`src/rtl/gb_timer.sv`:
```
// gb_timer -- DMG timer/divider peripheral (DIV, TIMA, TMA, TAC at FF04-FF07).
//
// A free-running 16-bit divider provides DIV (upper byte) and the TIMA clock
// taps. TIMA counts falling edges of the selected tap gated by TAC[2]. On
// overflow it is reloaded from TMA and timer_irq pulses for one clock.
//
// Ports:
//   clock      in   CPU T-cycle clock, all state on the rising edge
//   reset_n    in   asynchronous active-low reset
//   mem_addr   in   CPU bus address [15:0]
//   data_out   in   CPU write data [7:0]
//   mem_wr     in   write strobe, sampled on the rising edge
//   data_in    out  read data [7:0], combinational from mem_addr
//   timer_irq  out  registered one-clock timer interrupt request
//
// Optional feature macro: GB_TIMER_OVF_DELAY_EN
//   Defined   : after overflow TIMA reads 00 for 4 clocks (OVF), then one
//               RELOAD clock loads TMA and raises timer_irq. A TIMA write
//               during OVF cancels the reload and the irq.
//   Undefined : the overflow edge loads TMA directly and timer_irq is high
//               in the following clock.
module gb_timer (
   input  logic        clock,
   input  logic        reset_n,
   input  logic [15:0] mem_addr,
   input  logic [7:0]  data_out,
   input  logic        mem_wr,
   output logic [7:0]  data_in,
   output logic        timer_irq
);

   localparam logic [15:0] ADDR_DIV  = 16'hFF04;
   localparam logic [15:0] ADDR_TIMA = 16'hFF05;
   localparam logic [15:0] ADDR_TMA  = 16'hFF06;
   localparam logic [15:0] ADDR_TAC  = 16'hFF07;

   logic [15:0] sys_cnt_q, sys_cnt_d;
   logic [7:0]  tima_q, tima_d;
   logic [7:0]  tma_q, tma_d;
   logic [2:0]  tac_q, tac_d;
   logic        tick_q, tick_d;
   logic        irq_q, irq_d;

`ifdef GB_TIMER_OVF_DELAY_EN
   typedef enum logic [1:0] {
      ST_RUN    = 2'd0,
      ST_OVF    = 2'd1,
      ST_RELOAD = 2'd2
   } state_t;

   state_t      state_q, state_d;
   logic [1:0]  ovf_cnt_q, ovf_cnt_d;
`endif

   logic wr_div, wr_tima, wr_tma, wr_tac;
   logic tap_bit, tick, tick_fall;

   assign wr_div  = mem_wr && (mem_addr == ADDR_DIV);
   assign wr_tima = mem_wr && (mem_addr == ADDR_TIMA);
   assign wr_tma  = mem_wr && (mem_addr == ADDR_TMA);
   assign wr_tac  = mem_wr && (mem_addr == ADDR_TAC);

   // Tap select; the tick is the tap gated by the enable, so clearing DIV,
   // changing the tap or disabling can all produce a counted falling edge.
   always_comb begin
      tap_bit = 1'b0;
      case (tac_q[1:0])
         2'b00: tap_bit = sys_cnt_q[9];
         2'b01: tap_bit = sys_cnt_q[3];
         2'b10: tap_bit = sys_cnt_q[5];
         2'b11: tap_bit = sys_cnt_q[7];
         default: tap_bit = 1'b0;
      endcase
   end

   assign tick      = tac_q[2] & tap_bit;
   assign tick_fall = tick_q & ~tick;

   // Divider and the simple register files
   always_comb begin
      sys_cnt_d = wr_div ? 16'h0000 : sys_cnt_q + 16'd1;
      tma_d     = wr_tma ? data_out : tma_q;
      tac_d     = wr_tac ? data_out[2:0] : tac_q;
      tick_d    = tick;
   end

`ifdef GB_TIMER_OVF_DELAY_EN
   // TIMA / overflow sequencer. tma_d is used for every reload so a TMA write
   // landing on the reload edge takes effect immediately.
   always_comb begin
      state_d   = state_q;
      ovf_cnt_d = ovf_cnt_q;
      tima_d    = tima_q;
      irq_d     = 1'b0;
      case (state_q)
         ST_RUN: begin
            // A CPU write beats a coincident tick edge.
            if (wr_tima) begin
               tima_d = data_out;
            end else if (tick_fall) begin
               if (tima_q == 8'hFF) begin
                  tima_d    = 8'h00;
                  ovf_cnt_d = 2'd0;
                  state_d   = ST_OVF;
               end else begin
                  tima_d = tima_q + 8'd1;
               end
            end
         end
         ST_OVF: begin
            // TIMA sits at 00; ticks are not counted until the sequence ends.
            if (wr_tima) begin
               tima_d  = data_out;
               state_d = ST_RUN;
            end else begin
               tima_d    = 8'h00;
               ovf_cnt_d = ovf_cnt_q + 2'd1;
               if (ovf_cnt_q == 2'd3) begin
                  tima_d  = tma_d;
                  irq_d   = 1'b1;
                  state_d = ST_RELOAD;
               end
            end
         end
         ST_RELOAD: begin
            // TMA wins over any TIMA write in this clock.
            tima_d  = tma_d;
            state_d = ST_RUN;
         end
         default: begin
            state_d = ST_RUN;
         end
      endcase
   end
`else
   always_comb begin
      tima_d = tima_q;
      irq_d  = 1'b0;
      if (wr_tima) begin
         tima_d = data_out;
      end else if (tick_fall) begin
         if (tima_q == 8'hFF) begin
            tima_d = tma_d;
            irq_d  = 1'b1;
         end else begin
            tima_d = tima_q + 8'd1;
         end
      end
   end
`endif

   always_ff @(posedge clock or negedge reset_n) begin
      if (!reset_n) begin
         sys_cnt_q <= 16'h0000;
         tima_q    <= 8'h00;
         tma_q     <= 8'h00;
         tac_q     <= 3'b000;
         tick_q    <= 1'b0;
         irq_q     <= 1'b0;
`ifdef GB_TIMER_OVF_DELAY_EN
         state_q   <= ST_RUN;
         ovf_cnt_q <= 2'd0;
`endif
      end else begin
         sys_cnt_q <= sys_cnt_d;
         tima_q    <= tima_d;
         tma_q     <= tma_d;
         tac_q     <= tac_d;
         tick_q    <= tick_d;
         irq_q     <= irq_d;
`ifdef GB_TIMER_OVF_DELAY_EN
         state_q   <= state_d;
         ovf_cnt_q <= ovf_cnt_d;
`endif
      end
   end

   assign timer_irq = irq_q;

   // Read mux
   always_comb begin
      data_in = 8'hFF;
      case (mem_addr)
         ADDR_DIV:  data_in = sys_cnt_q[15:8];
         ADDR_TIMA: data_in = tima_q;
         ADDR_TMA:  data_in = tma_q;
         ADDR_TAC:  data_in = {5'b11111, tac_q};
         default:   data_in = 8'hFF;
      endcase
   end

endmodule

```
`config.mk`:
```
export PLATFORM = sky130hd
export DESIGN_NAME = gb_timer
export DESIGN_NICKNAME = d
export VERILOG_FILES = /design/src/rtl/gb_timer.sv
export SDC_FILE = /design/constraint.sdc
export NUM_CORES = 1
export LEC_CHECK = 0
export CAP_MARGIN = 10
export CELL_PAD_IN_SITES_DETAIL_PLACEMENT = 1
export CELL_PAD_IN_SITES_GLOBAL_PLACEMENT = 1
export CORE_UTILIZATION = 24
export CTS_CLUSTER_DIAMETER = 40
export DETAILED_ROUTE_END_ITERATION = 7
export GPL_TIMING_DRIVEN = 1
export MAX_ROUTING_LAYER = met4
export PLACE_DENSITY_LB_ADDON = 0.08
export SYNTH_ARGS = -nofsm -noshare
export SYNTH_HDL_FRONTEND = slang
export SYNTH_SLANG_ARGS = --single-unit
```
`constraint.sdc`:
```
create_clock -name clock -period 2 [get_ports clock]
set_input_delay 0.4 -clock clock [delete_from_list [all_inputs] [get_ports clock]]
set_output_delay 0.4 -clock clock [all_outputs]
set_load 0.02 [all_outputs]
```
== Word-level counts from Yosys, hierarchy flattened ==
Cells that the tools add are included.

* Register bits: 37
* Bits of input ports: 27
* Output and inout port bits: 9
* Logic and storage cells: 35

* Add/subtract/negate cells: 2
* Equality and inequality tests: 8
* Mux-type cells: 10
* Bitwise logic cells: 3
* Reductions and logical operators: 6

{| class="wikitable"
|+ Operators with widths
! cell !! number
|-
| 16-bit equality test (second input constant) || 4
|-
| 8-bit 2-to-1 mux || 4
|-
| 8-bit case mux with 4 select lines || 1
|-
| 16-bit by 1-bit adder with 16-bit output (second input constant) || 1
|-
| 16-bit 2-to-1 mux || 1
|-
| 8-bit by 1-bit adder with 8-bit output (second input constant) || 1
|-
| 8-bit equality test (second input constant) || 1
|-
| 2-bit equality test (second input constant) || 2
|-
| 1-bit logical AND || 4
|-
| 1-bit case mux with 4 select lines || 1
|-
| 1-bit 2-to-1 mux || 3
|-
| 1-bit AND || 2
|-
| 2-bit by 1-bit equality test with 1-bit output (second input constant) || 1
|-
| 2-bit zero test || 1
|-
| 2-bit nonzero test || 1
|-
| 1-bit inverter || 1
|}

== Longest topological paths before layout ==
* Word-level depth: 7
* Mapped depth: 7
* Depth with buffers taken out: 6

== Least setup slack after synthesis ==
OpenSTA, ideal clock, no wires.

* Path kind: input to register
* Start: input port mem_addr[5]
* End: register tac_q[0]
* Data arrival time: 2.112 ns
* Data required time: 1.875 ns
* Path slack: -0.237 ns
* Stages on the path: 5
* Buffers on the path: 1
* Cells stage by stage: or4_4 > or4_4 > buf_6 > nor2_1 > mux2_2

* Word-level cells in the longest chain between the ends: 2

{| class="wikitable"
|+ Ends and longest elaborated chain
! what !! line !! text
|-
| start, declared || 25 || <nowiki>input logic [15:0] mem_addr,</nowiki>
|-
| 16-bit equality test || 61 || <nowiki>assign wr_tac = mem_wr && (mem_addr == ADDR_TAC);</nowiki>
|-
| 1-bit logical AND || 61 ||
|-
| end signal, assigned || 168 || <nowiki>tac_q <= tac_d;</nowiki>
|-
| end, declared || 40 || <nowiki>logic [2:0] tac_q, tac_d;</nowiki>
|}

No other way between the ends.
A chain may end at the register's enable or synchronous reset.

== Worst setup path after layout ==
* Start: input port mem_addr[6]
* End: output port data_in[4]

* Word-level cells in the longest chain between the ends: 2

{| class="wikitable"
|+ Ends and longest elaborated chain
! what !! line !! text
|-
| 16-bit equality test || 183 || <nowiki>case (mem_addr)</nowiki>
|-
| 8-bit case mux with 4 select lines * || 183 ||
|-
| end, declared || 28 || <nowiki>output logic [7:0] data_in,</nowiki>
|}

Mark *: on every way between the ends. The rest lies on a longest branch, timed or not.

==> out/metrics.csv <==
metric,value,unit
grt-ovfl-total,0,
syn_avg_cell_area,9.47,um2
maxCapViolCount,0,
syn_inst,230,
synth_seq_cells,37,
total_power,1.54,mW
die_h,97.2,um
synth_xor_area_frac,0.0523,
yosysUniqueCellTypes,43,
fp.dieArea,0.00946,mm2
diodes,0,
total_leakage_power,1.48,nW
violations,negative setup slack,
drt_iter0_drc,65,
rsz0062_at_grt,true,
setup_viol,11,
nNetsFinal,348,
grt_pass1_wl,12300,um
vias,2155,
core,0.00876,mm2
top_level_ports,36,
synth_largest_area_cell,dfrtp_1,
synth_compound_area_frac,0.179,
synth_area,0.00218,mm2
drt_pass1_iterations,4,
fin_crit_sh,1.04,
min_path_type,in -> async,
finClkSkew,0.0157,ns
cts_root_buf,clkbuf_8,
r2r_setup_slack,0.02,ns
via_per_inst,5.04,
place_area,0.00304,mm2
first_global_vias,2301,
drive_above_1_share,0.409,
io_buffer_count,35,
cts_hold_buf,0,
ant_nets,0,
worstPathRequired,1.60,ns
timing.slew.headroom,0.699,
yosysSeqAreaShare,0.425,
gr-usage-all-layers,0.172,
clk_latency,0.30,ns
finalMaxSlewViolations,0,
status,"complete, but fails checks",
placementRows,34,
fin_util,0.394,
synthFlopType,dfrtp_1,
place_congestion,0.748,
max_freq,480,MHz
cts_buffer_depth,2,
hpwl,5470,um
min_period,2.08,ns
cp-start-kind,input pin,
setup_tns,-0.727,ns
power.density,447,mW/mm2
h-tree-depth,2,
cts.sinks,37,
setup_ws,-0.0812,ns
ir_drop,216,uV
final_area,0.00345,mm2
endpoint_kind,output pin,
drc,0,
wl_per_cell,17.6,um
cp.arrival,1.68,ns
syn-num-nets,259,
hold_viol,0,
synthMuxAreaShare,0.0724,
die_w,97.2,um
synthAdderAreaFrac,0.0115,
clk_pin_slew_worst_paths,0.09,ns
tightest_slew,0.450,ns
tritoncts,built,
async_reset_ff_frac,1.00,
cp_max_fo,6,
synth_top_family_by_area,simple AND/OR/NAND/NOR gates,
synth_top_area_frac,0.425,
yosys_warnings,0,
antenna_found_initial,0,
drt-total-wl,7540,um
initial_core_util,0.248,
numCtsBuffers,5,
area_growth,58.5,%
synth-simple-area-share,0.223,
synth_area_leaders,"dfrtp_1, mux4_2, nand2_1, nor2_1, xnor2_1",
worstSetupPathType,in -> out,
grt_max_degree,23,
synth_edf_count,0,
[worst max-delay path: stages]
cell and delay (ns):
buf_6 0.09, or4_4 0.54, nor4_4 0.16, buf_4 0.16, buf_12 0.14, nand2_4 0.05
buf_6 0.13
[cell usage after synthesis, types with 4 or more instances]
cell and n:
o22ai_1 8, dfrtp_1 37, xnor2_1 8, or3_1 4, nor2_1 19, inv_1 6
xor2_1 5, o21ai_0 11, a211oi_1 5, a21oi_1 8, a21o_1 9, nor4_1 4
mux4_2 4, and3_1 8, nand3_1 11, a31oi_1 4, nand4_1 5, nand2_1 21
nand2b_1 4, clkbuf_1 6, mux2_2 6
[power by group]
group          switching (mW)  internal (mW)  leakage, nW
registers              0.0142          0.768        0.482
clock network           0.320          0.252       0.0447
logic                  0.0911         0.0981        0.958
total                   0.425           1.12         1.48
[cells in the final DEF, fill, tap and decap left out, types with 8 or more instances in the layout]
| cell | n |
|---|---|
| buf_4 | 40 |
| dfrtp_1 | 37 |
| buf_6 | 20 |
| nor2_1 | 18 |
| nand2_1 | 14 |
| dlygate4sd2_1 | 11 |
| nand3_1 | 10 |
| clkdlybuf4s50_1 | 10 |
| a21o_1 | 9 |
| xnor2_1 | 8 |
[state kept, by name, summed over array words and instances, names as in the netlist]
| register | cells |
|---|---|
| tima_q | 8 |
| tick_q | 1 |
| tma_q | 8 |
| sys_cnt_q | 16 |
| tac_q | 3 |
| timer_irq | 1 |
[stage by stage]
step	setup slack, ns	hold WS (ns)	instances
final	-0.0812	0.0214	428
after CTS	-0.162	0.0356	425
after detailed placement	-0.886	0.368	410
after floorplan	-0.197	0.104	230
after global routing	-0.139	0.0472	428
after global placement	-0.864	0.366	410
[what timing repair did]
item | 4_1_cts | 5_1_grt
endpoints found under the hold margin | 0 | 0
gates cloned | 2 | 0
endpoints found under the setup margin | 44 | 40
gates resized for setup | 109 | 23
setup buffers | 5 | 3
pin swaps | 15 | 4
[logic make-up after synthesis]
logic type	count (synthesis)
fa+ha+maj	2
mux	10
buf+inv	16
xor+xnor	13
simple gates	92
compound gates	60
flops	37
[path summary, 6_finish.rpt]
| path | from | endpoint | cells past startpoint |
|---|---|---|---|
| setup / recovery | mem_addr[6] | data_in[4] | 7 |
| hold / removal | reset_n | sys_cnt_q[13]$_DFF_PN0_ | 1 |
| setup reg to reg | tac_q[1]$_DFFE_PN0P_ | tima_q[0]$_DFFE_PN0P_ | 5 |
| hold reg to reg | sys_cnt_q[0]$_DFF_PN0_ | sys_cnt_q[0]$_DFF_PN0_ | 1 |
| max in group asynchronous | reset_n | tma_q[1]$_DFF_PN0_ | 2 |
| min in group clock | sys_cnt_q[0]$_DFF_PN0_ | sys_cnt_q[0]$_DFF_PN0_ | 1 |
[final cells by class]
class	instances	area [um2]
Multi-Input combinational cell	177	1410
Clock inverter	3	25.0
Sequential cell	37	926
Clock buffer	5	68.8
Fill cell	1001	5310
Timing Repair Buffer	92	862
Inverter	6	22.5
Tap cell	108	135
[routing by layer]
layer,share of wire,wire (um),up-vias,global-route usage
met5,0,0,-,-
met4,0.015,112,0,0.0554
met3,0.033,249,8,0.0252
met2,0.47,3560,51,0.269
met1,0.48,3610,1065,0.230
li1,-,-,1031,-
Note: power is estimated with default switching activity, not from simulation.
